===== src/rtl/iter_alu.sv =====
// Iterative ALU: single-cycle logic/arith ops plus WIDTH-cycle shift-add multiply
// and restoring divide, with a valid/ready handshake on both sides.
module iter_alu #(
   parameter int WIDTH = 32
) (
   input  logic             clk,
   input  logic             reset,
   input  logic             in_valid,
   output logic             in_ready,
   input  logic [WIDTH-1:0] in1,
   input  logic [WIDTH-1:0] in2,
   input  logic [3:0]       ALUCtl,
   input  logic             Sign,
   output logic             out_valid,
   input  logic             out_ready,
   output logic [WIDTH-1:0] out,
   output logic [WIDTH-1:0] out_hi,
   output logic             div_by_zero
);

   localparam int SW = $clog2(WIDTH);

   localparam logic [1:0] IDLE = 2'd0;
   localparam logic [1:0] MUL  = 2'd1;
   localparam logic [1:0] DIV  = 2'd2;
   localparam logic [1:0] DONE = 2'd3;

   localparam logic [3:0] OP_MUL = 4'd2;
   localparam logic [3:0] OP_DIV = 4'd3;

   localparam logic [SW-1:0] CNT_ONE  = {{(SW-1){1'b0}}, 1'b1};
   localparam logic [SW-1:0] CNT_LAST = {SW{1'b1}};

   logic [1:0]         state_reg;
   logic [SW-1:0]      cnt_reg;
   logic [WIDTH-1:0]   a_reg, b_reg;
   logic               sign_reg;
   logic [2*WIDTH-1:0] acc_reg, mcand_reg;
   logic [WIDTH-1:0]   mplier_reg;
   logic [WIDTH-1:0]   rem_reg, quo_reg, dvs_reg;
   logic [WIDTH-1:0]   out_reg, out_hi_reg;
   logic               dbz_reg;

   logic               accept;
   logic [SW-1:0]      shamt;
   logic               lt;
   logic [WIDTH-1:0]   sc_result;
   logic [WIDTH-1:0]   in1_mag, in2_mag;

   assign in_ready    = (state_reg == IDLE) || (state_reg == DONE && out_ready);
   assign accept      = in_valid && in_ready;
   assign out_valid   = (state_reg == DONE);
   assign out         = out_reg;
   assign out_hi      = out_hi_reg;
   assign div_by_zero = dbz_reg;

   assign shamt   = in1[SW-1:0];
   assign lt      = Sign ? ($signed(in1) < $signed(in2)) : (in1 < in2);
   assign in1_mag = (Sign && in1[WIDTH-1]) ? -in1 : in1;
   assign in2_mag = (Sign && in2[WIDTH-1]) ? -in2 : in2;

   always_comb begin
      sc_result = '0;
      case (ALUCtl)
         4'd0:    sc_result = in1 + in2;
         4'd1:    sc_result = in1 - in2;
         4'd4:    sc_result = in1 & in2;
         4'd5:    sc_result = in1 | in2;
         4'd6:    sc_result = in1 ^ in2;
         4'd7:    sc_result = ~(in1 | in2);
         4'd8:    sc_result = in2 << shamt;
         4'd9:    sc_result = in2 >> shamt;
         4'd10:   sc_result = $unsigned($signed(in2) >>> shamt);
         4'd11:   sc_result = {{(WIDTH-1){1'b0}}, lt};
         default: sc_result = '0;
      endcase
   end

   // Multiply step; the last step's sum goes straight through sign correction.
   logic [2*WIDTH-1:0] mul_acc, mul_prod;
   logic               mul_neg;
   assign mul_acc  = mplier_reg[0] ? (acc_reg + mcand_reg) : acc_reg;
   assign mul_neg  = sign_reg & (a_reg[WIDTH-1] ^ b_reg[WIDTH-1]);
   assign mul_prod = mul_neg ? -mul_acc : mul_acc;

   // Restoring divide step: a negative trial difference keeps the shifted remainder.
   logic [WIDTH:0]     div_shift, div_trial;
   logic               div_ok;
   logic [WIDTH-1:0]   div_rem, div_quo, div_q_fix, div_r_fix;
   logic               q_neg, r_neg;
   assign div_shift = {rem_reg, quo_reg[WIDTH-1]};
   assign div_trial = div_shift - {1'b0, dvs_reg};
   assign div_ok    = ~div_trial[WIDTH];
   assign div_rem   = div_ok ? div_trial[WIDTH-1:0] : div_shift[WIDTH-1:0];
   assign div_quo   = {quo_reg[WIDTH-2:0], div_ok};
   assign q_neg     = sign_reg & (a_reg[WIDTH-1] ^ b_reg[WIDTH-1]);
   assign r_neg     = sign_reg & a_reg[WIDTH-1];
   assign div_q_fix = q_neg ? -div_quo : div_quo;
   assign div_r_fix = r_neg ? -div_rem : div_rem;

   always_ff @(posedge clk or posedge reset) begin
      if (reset) begin
         state_reg  <= IDLE;
         cnt_reg    <= '0;
         out_reg    <= '0;
         out_hi_reg <= '0;
         dbz_reg    <= 1'b0;
         a_reg      <= '0;
         b_reg      <= '0;
         sign_reg   <= 1'b0;
         acc_reg    <= '0;
         mcand_reg  <= '0;
         mplier_reg <= '0;
         rem_reg    <= '0;
         quo_reg    <= '0;
         dvs_reg    <= '0;
      end else begin
         case (state_reg)
            IDLE, DONE: begin
               if (accept) begin
                  a_reg      <= in1;
                  b_reg      <= in2;
                  sign_reg   <= Sign;
                  cnt_reg    <= '0;
                  acc_reg    <= '0;
                  mcand_reg  <= {{WIDTH{1'b0}}, in1_mag};
                  mplier_reg <= in2_mag;
                  rem_reg    <= '0;
                  quo_reg    <= in1_mag;
                  dvs_reg    <= in2_mag;
                  if (ALUCtl == OP_MUL) begin
                     state_reg <= MUL;
                  end else if (ALUCtl == OP_DIV) begin
                     state_reg <= DIV;
                  end else begin
                     state_reg  <= DONE;
                     out_reg    <= sc_result;
                     out_hi_reg <= '0;
                     dbz_reg    <= 1'b0;
                  end
               end else if (state_reg == DONE && out_ready) begin
                  state_reg <= IDLE;
               end
            end
            MUL: begin
               acc_reg    <= mul_acc;
               mcand_reg  <= mcand_reg << 1;
               mplier_reg <= mplier_reg >> 1;
               cnt_reg    <= cnt_reg + CNT_ONE;
               if (cnt_reg == CNT_LAST) begin
                  state_reg  <= DONE;
                  cnt_reg    <= '0;
                  out_reg    <= mul_prod[WIDTH-1:0];
                  out_hi_reg <= mul_prod[2*WIDTH-1:WIDTH];
                  dbz_reg    <= 1'b0;
               end
            end
            DIV: begin
               rem_reg <= div_rem;
               quo_reg <= div_quo;
               cnt_reg <= cnt_reg + CNT_ONE;
               if (cnt_reg == CNT_LAST) begin
                  state_reg <= DONE;
                  cnt_reg   <= '0;
                  if (dvs_reg == '0) begin
                     out_reg    <= '1;
                     out_hi_reg <= a_reg;
                     dbz_reg    <= 1'b1;
                  end else begin
                     out_reg    <= div_q_fix;
                     out_hi_reg <= div_r_fix;
                     dbz_reg    <= 1'b0;
                  end
               end
            end
            default: state_reg <= IDLE;
         endcase
      end
   end

endmodule

===== config.mk =====
export PLATFORM = sky130hd
export DESIGN_NAME = iter_alu
export DESIGN_NICKNAME = d
export VERILOG_FILES = /design/src/rtl/iter_alu.sv
export SDC_FILE = /design/constraint.sdc
export NUM_CORES = 2
export LEC_CHECK = 0
export BUFFER_PORTS_ARGS = -buffer_cell sky130_fd_sc_hd__buf_2
export CORE_AREA = 2 2 257 259
export CTS_BUF_LIST = sky130_fd_sc_hd__clkbuf_4
export CTS_CLUSTER_DIAMETER = 30
export DETAILED_ROUTE_END_ITERATION = 8
export DIE_AREA = 0 0 259 261
export PLACE_DENSITY = 0.84
export SYNTH_ARGS = -nofsm -noshare
export SYNTH_HDL_FRONTEND = slang
export SYNTH_SLANG_ARGS = --single-unit

===== constraint.sdc =====
create_clock -name clk -period 14.4 [get_ports clk]
set_clock_uncertainty 0.15 [all_clocks]
set_input_delay 0 -clock clk [delete_from_list [all_inputs] [get_ports clk]]
set_output_delay 0 -clock clk [all_outputs]
set_load 0.05 [all_outputs]

==> results.md <==
- I/O pins: 140
- CP Class: reg2reg
- Starting density of the core: a little over half
- Initial DRC count: 5,494
- Synthesized area: roughly 0.035 sq mm
- Worst Path Arrival: 7.17 ns
- Fraction of layout cells with a size suffix above 1: 9.865%
- Ys Warns: 0
- Hold WS: 0.05798 ns
- Final setup viols: 0
- IO Port Bufs: 139
- Ranking of synthesized cells by area: dfrtp_1 26%, ha_1 7.2%, o21ai_0 6.8%, a21oi_1 6.0%, nand2_1 5.2%
- Pleak: roughly 17 nW
- Syn_area_per_cell: 7.719 sq um
- Startpoint Class: flop
- # fillers: 5,885
- Max Transition Viols Final: 0
- Critical-path top delay cell: nor4_1
- Synth Flop Type: dfrtp_1
- Final Hold Fails: 0
- Cells along the critical path: inv_1, ha_1, fa_1, nand2b_1, a21oi_1, o211ai_1, a211o_1, a211oi_2, o21a_1, nor2_4, inv_1, buf_4, ha_1, nand2b_1, or3_1, nor4_1, a21oi_1, a21oi_1, o21ai_0, xnor2_1, a21oi_1, a2111oi_2, a21oi_1
- Synth Instances: about 4,600
- Chip height: roughly 260 um
- Outcome: finished with violations
- VDD IR max: about 0.25 mV
- Final min period: ~6.6 ns
- First-pass GRT wire length: 205,800 um
- Syn Nets: 4,854
- Max frequency: 151.7 MHz
- DRT Pass-1 Iters: 9
- Placed inst area: 0.03634 sq mm
- Largest buffer count on any clock path: 3
- Synth cell count leaders: 490 x nand2_1, 477 x o21ai_0, 439 x nor2_1, 421 x a21oi_1, 362 x dfrtp_1
- Post-route cell area: about 0.039 sq mm
- Die X-Extent: 259 um
- CTS sink cnt: 362
- Area leader, netlist: dfrtp_1
- Drt via density: 6.768
- DRT Wirelength: 136,700 um
- Critical Path RT: around 15 ns
- Synth Register Bits: 362
- Antenna-violating nets left: 0
- Clk Latency, worst-skew pair: 0.92 ns
- Post-CTS sizing: 0
- Initial antenna violation count: 13
- Vias in the first global route: 34,560
- Area grow syn2layout: 9.471%
- Nets@finish: 4,936
- Synth cell types: 104
- Slew @ Worst Pin: 1.334 ns
- RSZ-0062 raised after global routing: no
- Detailed placement HPWL: 101,900 um
- CTS tree: built
- Largest net degree at the start of global routing: approximately 130
- RePlAce Congestion: 1.090
- Hold Path Class: in2reg
- Vias: around 38,000
- Clock root cell: clkbuf_4
- Most frequent CP cell: a21oi_1
- Failing checks: design-rule violations
- TritonCTS Buffers: 105
- CP Max Fanout: 41
- Most frequent cell after synthesis: nand2_1
- Slowest Stage Delay on Critical Path: 0.48 ns
- Clk pin slew, worst setup/hold paths: about 0.070 ns
- Core Rows: 94
- TNS Setup: 0 ns
- EDFF count, synth: 0
- Tot GR Track Use: 39.25%
- Share of Yosys cell area claimed by the top area cell type: between 20% and 30%
- Seq/Total Area, Yosys: 25.65%
- Critical Path End Type: flop
- Max-cap violations: 0
- DRC: 2
- Avg WL per Cell: 24.39 um
- Die footprint: 0.06760 sq mm
- Worst rel slew slack: roughly 11%
- Grt ovf: 0
- Htree depth: 3
- Pwr/cell area: 224.7 mW/mm^2
- CORE AREA: between 0.06 and 0.07 sq mm
- Ys async rst share: 100.0%
- Final worst-path cycle share: a little under half
- Final core occ: roughly 59%
==> cell families (layout without fill, tap and decap cells) <==
family	count (synthesis)	after routing	synth area share, %
buffers and inverters	495	654	5.318
AO/OA/AOI/OAI	1648	1648	29.90
multiplexers	215	215	7.359
AND/OR/NAND/NOR	1389	1389	17.94
adder cells (fa/ha/maj)	206	206	7.384
XOR/XNOR	260	260	6.448
other	0	5	0
flip-flops	362	362	25.65
==> layer usage <==
layer / vias up / wire length, um / global-route usage, %
li1: 16970 / - / -
met1: 17840 / 52780 / 51.78
met2: 2547 / 58280 / 59.45
met3: 556 / 17210 / 10.20
met4: 8 / 8344 / 20.15
met5: - / 52 / 0
==> power by group <==
group	switching (mW)	internal [mW]
Combinational	3.93	1.96
Clock	0.483	0.478
Sequential	0.424	1.41
==> through the flow <==
step | power, mW | setup slack (ns) | cells
6_report | 8.688 | 7.810 | 5603
4_1_cts | 8.500 | 8.028 | 5598
2_1_floorplan | 5.873 | 4.203 | 4575
5_1_grt | 9.205 | 7.443 | 5601
3_5_place_dp | 7.485 | 8.074 | 5312
3_3_place_gp | 7.367 | 8.177 | 5312
==> path summary, 6_finish.rpt <==
check | startpoint | depth (start not counted) | slack [ns] | to
max in group asynchronous | reset | 7 | 10.94 | acc_reg[11]
max reg2reg | quo_reg[31] | 23 | 7.81 | out[30]
min reg2reg | out[17] | 2 | 0.32 | out[17]
min in group asynchronous | reset | 4 | 0.20 | dvs_reg[21]
min | in1[30] | 4 | 0.06 | a_reg[30]
max | quo_reg[31] | 23 | 7.81 | out[30]
==> worst max-delay path, delay by kind of cell (launching register included) <==
family | cells | cell delay, ns
adders and majority gates | 3 | 1.01
buffers and inverters | 3 | 0.53
and+or+nand+nor | 5 | 1.34
xor gates and xnor gates | 1 | 0.18
AOI/OAI and AO/OA | 11 | 2.83
DFF | 1 | 0.40
==> layout make-up <==
cell class	count	area (sq um)	share of cell area (%)
clock buffer	142	1066	2.758
sequential	362	9062	23.44
multi-input combinational	3718	24450	63.24
clock inverter	42	214.0	0.5535
tap	864	1081	2.796
timing repair buffer	290	2092	5.412
antenna	5	12.51	0.03237
inverter	180	684.4	1.770
==> timing repair <==
item	CTS	global route
hold buffers	102	0
setup buffers	0	0
setup endpoints to repair	0	0
endpoints found under the hold margin	346	0
==> cell usage in the layout (no fill, tap or decap), types with 81 or more instances in the layout <==
| master | netlist | routed |
|---|---|---|
| nand2_1 | 490 | 487 |
| o21ai_0 | 477 | 477 |
| nor2_1 | 439 | 435 |
| a21oi_1 | 421 | 421 |
| dfrtp_1 | 362 | 361 |
| ha_1 | 202 | 201 |
| inv_1 | 176 | 174 |
| xnor2_1 | 174 | 174 |
| mux2i_1 | 164 | 164 |
| clkbuf_4 | 0 | 142 |
| buf_2 | 13 | 136 |
| dlygate4sd3_1 | 0 | 102 |
| xor2_1 | 86 | 86 |
| nor3_1 | 87 | 85 |
| a21o_1 | 85 | 85 |
| a31oi_1 | 81 | 81 |
No activity file was read; power rests on OpenSTA's default activity.
